### src/rtl/computer_player.sv
// computer_player
//   Picks the computer's next tic-tac-toe move from a snapshot of the board.
//   It tries, in order:
//     1. a winning line (two COMPUTER pieces and one EMPTY cell),
//     2. a blocking line (two PLAYER pieces and one EMPTY cell),
//     3. the first EMPTY cell in the order 4,0,2,6,8,1,3,5,7.
//   Each phase examines one line or one cell per clock, so latency depends
//   on where the hit is found. If the board is full, a no_move strobe is
//   issued instead of a move.
//
// Ports
//   clk              rising-edge clock
//   rstn             asynchronous active-low reset
//   start            request one move (only sampled while idle)
//   game_over        board stage already flagged win/tie; blocks new requests
//   board[17:0]      cell i at bits [2i+1:2i], row-major cells 0-8
//   computer_move    one-cycle move strobe
//   computer_adderss cell index 0-8 of the issued move (held between moves)
//   busy             high whenever a request is in progress
//   no_move          one-cycle strobe: board had no empty cell
module computer_player #(
  parameter logic [1:0] EMPTY    = 2'b00,
  parameter logic [1:0] PLAYER   = 2'b01,
  parameter logic [1:0] COMPUTER = 2'b10
) (
  input  logic        clk,
  input  logic        rstn,
  input  logic        start,
  input  logic        game_over,
  input  logic [17:0] board,
  output logic        computer_move,
  output logic [3:0]  computer_adderss,
  output logic        busy,
  output logic        no_move
);

  typedef enum logic [2:0] {
    IDLE       = 3'd0,
    SCAN_WIN   = 3'd1,
    SCAN_BLOCK = 3'd2,
    SCAN_PREF  = 3'd3,
    ISSUE      = 3'd4,
    NOMOVE     = 3'd5
  } state_t;

  state_t      state_reg, state_next;
  logic [3:0]  idx_reg, idx_next;
  logic [17:0] snap_reg;
  logic [3:0]  addr_reg;
  logic        busy_reg, move_reg, nomove_reg;

  logic        snap_load;
  logic        capture;
  logic [3:0]  capture_cell;

  // Snapshot split into per-cell values so the scanners can index by cell.
  logic [1:0] cell_val [9];

  genvar gi;
  generate
    for (gi = 0; gi < 9; gi++) begin : g_cells
      assign cell_val[gi] = snap_reg[2*gi+1:2*gi];
    end
  endgenerate

  // Cells of line k, packed {a, b, c}.
  function automatic logic [11:0] line_cells(input logic [2:0] k);
    case (k)
      3'd0:    line_cells = {4'd0, 4'd1, 4'd2};
      3'd1:    line_cells = {4'd3, 4'd4, 4'd5};
      3'd2:    line_cells = {4'd6, 4'd7, 4'd8};
      3'd3:    line_cells = {4'd0, 4'd3, 4'd6};
      3'd4:    line_cells = {4'd1, 4'd4, 4'd7};
      3'd5:    line_cells = {4'd2, 4'd5, 4'd8};
      3'd6:    line_cells = {4'd0, 4'd4, 4'd8};
      default: line_cells = {4'd2, 4'd4, 4'd6};
    endcase
  endfunction

  // Cell tested at preference position p.
  function automatic logic [3:0] pref_cell_of(input logic [3:0] p);
    case (p)
      4'd0:    pref_cell_of = 4'd4;
      4'd1:    pref_cell_of = 4'd0;
      4'd2:    pref_cell_of = 4'd2;
      4'd3:    pref_cell_of = 4'd6;
      4'd4:    pref_cell_of = 4'd8;
      4'd5:    pref_cell_of = 4'd1;
      4'd6:    pref_cell_of = 4'd3;
      4'd7:    pref_cell_of = 4'd5;
      default: pref_cell_of = 4'd7;
    endcase
  endfunction

  // Line evaluation for the current index. The target piece depends on
  // which line phase is active; 2'b11 never equals a target or EMPTY, so it
  // behaves as an occupied, non-matching cell.
  logic [11:0] line_sel;
  logic [3:0]  cell_a, cell_b, cell_c;
  logic [1:0]  val_a, val_b, val_c;
  logic [1:0]  target;
  logic [1:0]  n_target, n_empty;
  logic        line_hit;
  logic [3:0]  line_empty_cell;
  logic [3:0]  pref_cell;
  logic        pref_empty;

  always_comb begin
    line_sel = line_cells(idx_reg[2:0]);
    cell_a   = line_sel[11:8];
    cell_b   = line_sel[7:4];
    cell_c   = line_sel[3:0];
    val_a    = cell_val[cell_a];
    val_b    = cell_val[cell_b];
    val_c    = cell_val[cell_c];
    target   = (state_reg == SCAN_WIN) ? COMPUTER : PLAYER;
    n_target = {1'b0, val_a == target} + {1'b0, val_b == target}
             + {1'b0, val_c == target};
    n_empty  = {1'b0, val_a == EMPTY} + {1'b0, val_b == EMPTY}
             + {1'b0, val_c == EMPTY};
    line_hit = (n_target == 2'd2) && (n_empty == 2'd1);
    if (val_a == EMPTY)      line_empty_cell = cell_a;
    else if (val_b == EMPTY) line_empty_cell = cell_b;
    else                     line_empty_cell = cell_c;
    pref_cell  = pref_cell_of(idx_reg);
    pref_empty = (cell_val[pref_cell] == EMPTY);
  end

  always_comb begin
    state_next   = state_reg;
    idx_next     = idx_reg;
    snap_load    = 1'b0;
    capture      = 1'b0;
    capture_cell = line_empty_cell;
    case (state_reg)
      IDLE: begin
        if (start && !game_over) begin
          state_next = SCAN_WIN;
          idx_next   = 4'd0;
          snap_load  = 1'b1;
        end
      end
      SCAN_WIN, SCAN_BLOCK: begin
        if (line_hit) begin
          state_next = ISSUE;
          capture    = 1'b1;
        end else if (idx_reg == 4'd7) begin
          state_next = (state_reg == SCAN_WIN) ? SCAN_BLOCK : SCAN_PREF;
          idx_next   = 4'd0;
        end else begin
          idx_next = idx_reg + 4'd1;
        end
      end
      SCAN_PREF: begin
        capture_cell = pref_cell;
        if (pref_empty) begin
          state_next = ISSUE;
          capture    = 1'b1;
        end else if (idx_reg == 4'd8) begin
          state_next = NOMOVE;
        end else begin
          idx_next = idx_reg + 4'd1;
        end
      end
      ISSUE:   state_next = IDLE;
      NOMOVE:  state_next = IDLE;
      default: state_next = IDLE;
    endcase
  end

  // Strobes and busy are registered from the next state so that they line
  // up exactly with the state register.
  always_ff @(posedge clk or negedge rstn) begin
    if (!rstn) begin
      state_reg  <= IDLE;
      idx_reg    <= 4'd0;
      snap_reg   <= {9{EMPTY}};
      addr_reg   <= 4'd0;
      busy_reg   <= 1'b0;
      move_reg   <= 1'b0;
      nomove_reg <= 1'b0;
    end else begin
      state_reg  <= state_next;
      idx_reg    <= idx_next;
      if (snap_load) snap_reg <= board;
      if (capture)   addr_reg <= capture_cell;
      busy_reg   <= (state_next != IDLE);
      move_reg   <= (state_next == ISSUE);
      nomove_reg <= (state_next == NOMOVE);
    end
  end

  assign computer_move    = move_reg;
  assign computer_adderss = addr_reg;
  assign busy             = busy_reg;
  assign no_move          = nomove_reg;

endmodule

### config.mk
export PLATFORM = sky130hd
export DESIGN_NAME = computer_player
export DESIGN_NICKNAME = d
export VERILOG_FILES = /design/src/rtl/computer_player.sv
export SDC_FILE = /design/constraint.sdc
export NUM_CORES = 1
export LEC_CHECK = 0
export ABC_AREA = 1
export BUFFER_PORTS_ARGS = -buffer_cell sky130_fd_sc_hd__buf_2
export CELL_PAD_IN_SITES_DETAIL_PLACEMENT = 1
export CELL_PAD_IN_SITES_GLOBAL_PLACEMENT = 2
export CORE_ASPECT_RATIO = 0.9
export CORE_MARGIN = 4
export CORE_UTILIZATION = 34
export CTS_BUF_LIST = sky130_fd_sc_hd__clkbuf_8
export DETAILED_ROUTE_END_ITERATION = 16
export HOLD_SLACK_MARGIN = 0.02
export PLACE_DENSITY_LB_ADDON = 0.1
export SKIP_CTS_REPAIR_TIMING = 1
export SYNTH_ARGS = -nofsm -noshare
export SYNTH_HDL_FRONTEND = slang
export SYNTH_SLANG_ARGS = --single-unit
### constraint.sdc
create_clock -name clk -period 3.99 [get_ports clk]
set_input_delay 0.399 -clock clk [delete_from_list [all_inputs] [get_ports clk]]
set_output_delay 0.399 -clock clk [all_outputs]
set_load 0.01 [all_outputs]
==> flow_summary.ini <==
[yosys]
yosysSeqAreaShare_pct = 32.9
syn_inst = 350
netlist_area_um2 = 2430
synth-edff-count = 0
ys_seq_elements = 32
ys_warn_count = 0
synth_nets = 379
ys.flop_type = dfrtp_1
synth_cell_types = 32
async_flop_share_pct = 100
avgSynthCellArea_um2 = 6.96

[final_layout]
antenna_cells = 0
drive_gt1_share_pct = 24.0
syn_to_final_growth_pct = 18.0
layout_common_cells = 98 x nand2_1, 45 x nand3_1, 39 x inv_1
final_common_cell = nand2_1
fin_nets = 417
largest_reg_flops = 18
utilization_pct = 42.5

[global_routing]
antenna_found_initial = 0
grtUsageMet2_pct = 29.3
gr-usage-met1_pct = 28.0
busiest_layer = met2
grt_usage_pct = 19.3
grt-ovfl-total = 0
grt_pass1_vias = 2510
gr-usage-met3_pct = 3.39
grt_pass1_wl_um = 13000
grt_max_degree = 33

[critical_path]
start_kind = register
cp-end-kind = register
cp.required_ps = 4160
arrival_ps = 3840
critPathKind = reg -> reg
crit_fanout = 14

[power_and_ir_drop]
p_int_w = 0.00129
leakagePower_nw = 1.54
clkPwrFrac_pct = 9.8
seqPwrFrac_pct = 21.0
ir_drop_uv = 427
combinationalPowerShare_pct = 69.1
power.total_w = 0.00278
p_per_area_nw_per_um2 = 966
swShare_pct = 53.7
p_sw_w = 0.00149

[floorplanning]
row_count = 28
ioPinCount = 29
die_w_um = 97.2
core_area_um2 = 6760
start_util_pct = 36.0
fp.dieH_um = 88.3
die_area_um2 = 8580

[drt]
finalWirelength_um = 7760
wl_per_cell_um = 16.2
dr.pass1.iters = 4
drt_iter0_drc = 97
drcViolationCount = 0
vias = 2410
vias_per_cell = 5.04
antenna_left = 0

[place]
io_buffers = 28
place.gp.congestion = 0.854
place_hpwl_um = 5920

[sta]
timing.final.crit_share_pct = 92.1
hold_viol = 0
tightest_slew_ps = 887
clock.fmax_mhz = 272
setup_viol = 0
skew_ps = 4.48
drv_slew = 0
slew_headroom_pct = 40.7
finalCriticalPeriod_ps = 3670

[status]
status = finished clean

[clock_tree]
clk_pin_slew_ps = 70
htreeDepth = 2
clk_latency_ps = 290
cts.sinks = 32
root_buffer = clkbuf_8
clk_path_buf_depth = 2
cts_tree = done
cts_made_buffers = 5

[flow_run]
maxCapViolCount = 0

[hold_path]
min_path_type = in -> async
## logic make-up (layout without fill, tap and decap cells)
group	after synthesis	after routing	share of synthesized area, %
and+or+nand+nor	207	207	39.3
adders and majority gates	7	7	4.21
xor gates and xnor gates	1	1	0.360
DFF	32	32	32.9
buffers and inverters	49	86	8.22
muxes	8	8	3.70
AOI/OAI and AO/OA	46	47	11.4
## power groups by stage
stage | combinational, W | clock (W) | sequential, W
after detailed placement | 0.00175 | 0 | 0.000589
final | 0.00192 | 0.000272 | 0.000584
after floorplan | 0.00130 | 0 | 0.000556
after CTS | 0.00177 | 0.000284 | 0.000586
after global routing | 0.00219 | 0.000302 | 0.000606
after global placement | 0.00173 | 0 | 0.000587
## final timing paths
check                                     from             endpoint  slack [ps]  depth (start not counted)
max                                 idx_reg[1]  computer_adderss[3]         320                         21
min                                       rstn         snap_reg[14]         180                          1
max reg2reg                         idx_reg[1]  computer_adderss[3]         320                         21
min reg2reg                computer_adderss[1]  computer_adderss[1]         480                          2
max in group asynchronous                 rstn           idx_reg[0]        3290                          1
min in group clk                      board[1]          snap_reg[1]         340                          2
## critical path, cell delays in order (launching register included)
cell and delay (ps):
dfrtp_1 410, inv_1 170, ha_2 250, nand2_1 90, nand2_1 160, nor2_4 70
nand2_4 130, nand2_8 110, buf_4 150, nand2_1 50, nand3_1 80, nand3_2 140
nand2_2 100, nand2_4 110, o21ai_1 90, a31oi_2 250, fa_1 450, nor3_2 160
nand3_1 140, a21boi_2 220, a21oi_2 160, a21oi_1 70
## cell usage after synthesis (2+ instances only)
cell | instances | share of area [%]
a21oi_1 | 17 | 3.5
a31oi_1 | 2 | 0.51
buf_6 | 2 | 0.92
clkbuf_1 | 3 | 0.46
dfrtp_1 | 32 | 33
fa_1 | 2 | 1.6
ha_1 | 5 | 2.6
inv_1 | 40 | 6.2
inv_2 | 3 | 0.46
mux2_2 | 8 | 3.7
nand2_1 | 98 | 15
nand2_2 | 11 | 2.8
nand2_4 | 4 | 1.8
nand3_1 | 48 | 9.9
nand3_2 | 2 | 0.82
nand3b_1 | 3 | 0.92
nand4_1 | 2 | 0.51
nor2_1 | 30 | 4.6
nor2_2 | 2 | 0.51
nor2_4 | 2 | 0.92
nor3_1 | 3 | 0.62
o211ai_1 | 3 | 0.92
o211ai_2 | 2 | 1.0
o21ai_0 | 13 | 2.7
o21ai_1 | 6 | 1.2
## per-layer routing
layer	share of wire (%)	routed length, µm
met2	42	3260
met5	0	0
met4	1.8	141
met3	5.2	402
met1	51	3960
## through the flow
| step | area [µm²] | hold slack, ps | instances | setup WS [ps] | setup TNS [ps] |
|---|---|---|---|---|---|
| global placement | 2660 | 479 | 464 | 248 | 0 |
| detailed placement | 2660 | 474 | 464 | 159 | 0 |
| finish | 2870 | 177 | 478 | 316 | 0 |
| floorplan | 2430 | 103 | 350 | 784 | 0 |
| CTS | 2760 | 198 | 471 | 115 | 0 |
| global route | 2870 | 254 | 478 | -15.7 | -29.5 |
## area by class of cell
cell class	instances	area [µm²]
multi-input cells	270	1500
repair buffers	36	200
fillers	883	3890
flip-flops and latches	32	802
well taps	90	113
clock buffers	7	96.3
inverters	43	161
Power figures use the tool's default switching activity.
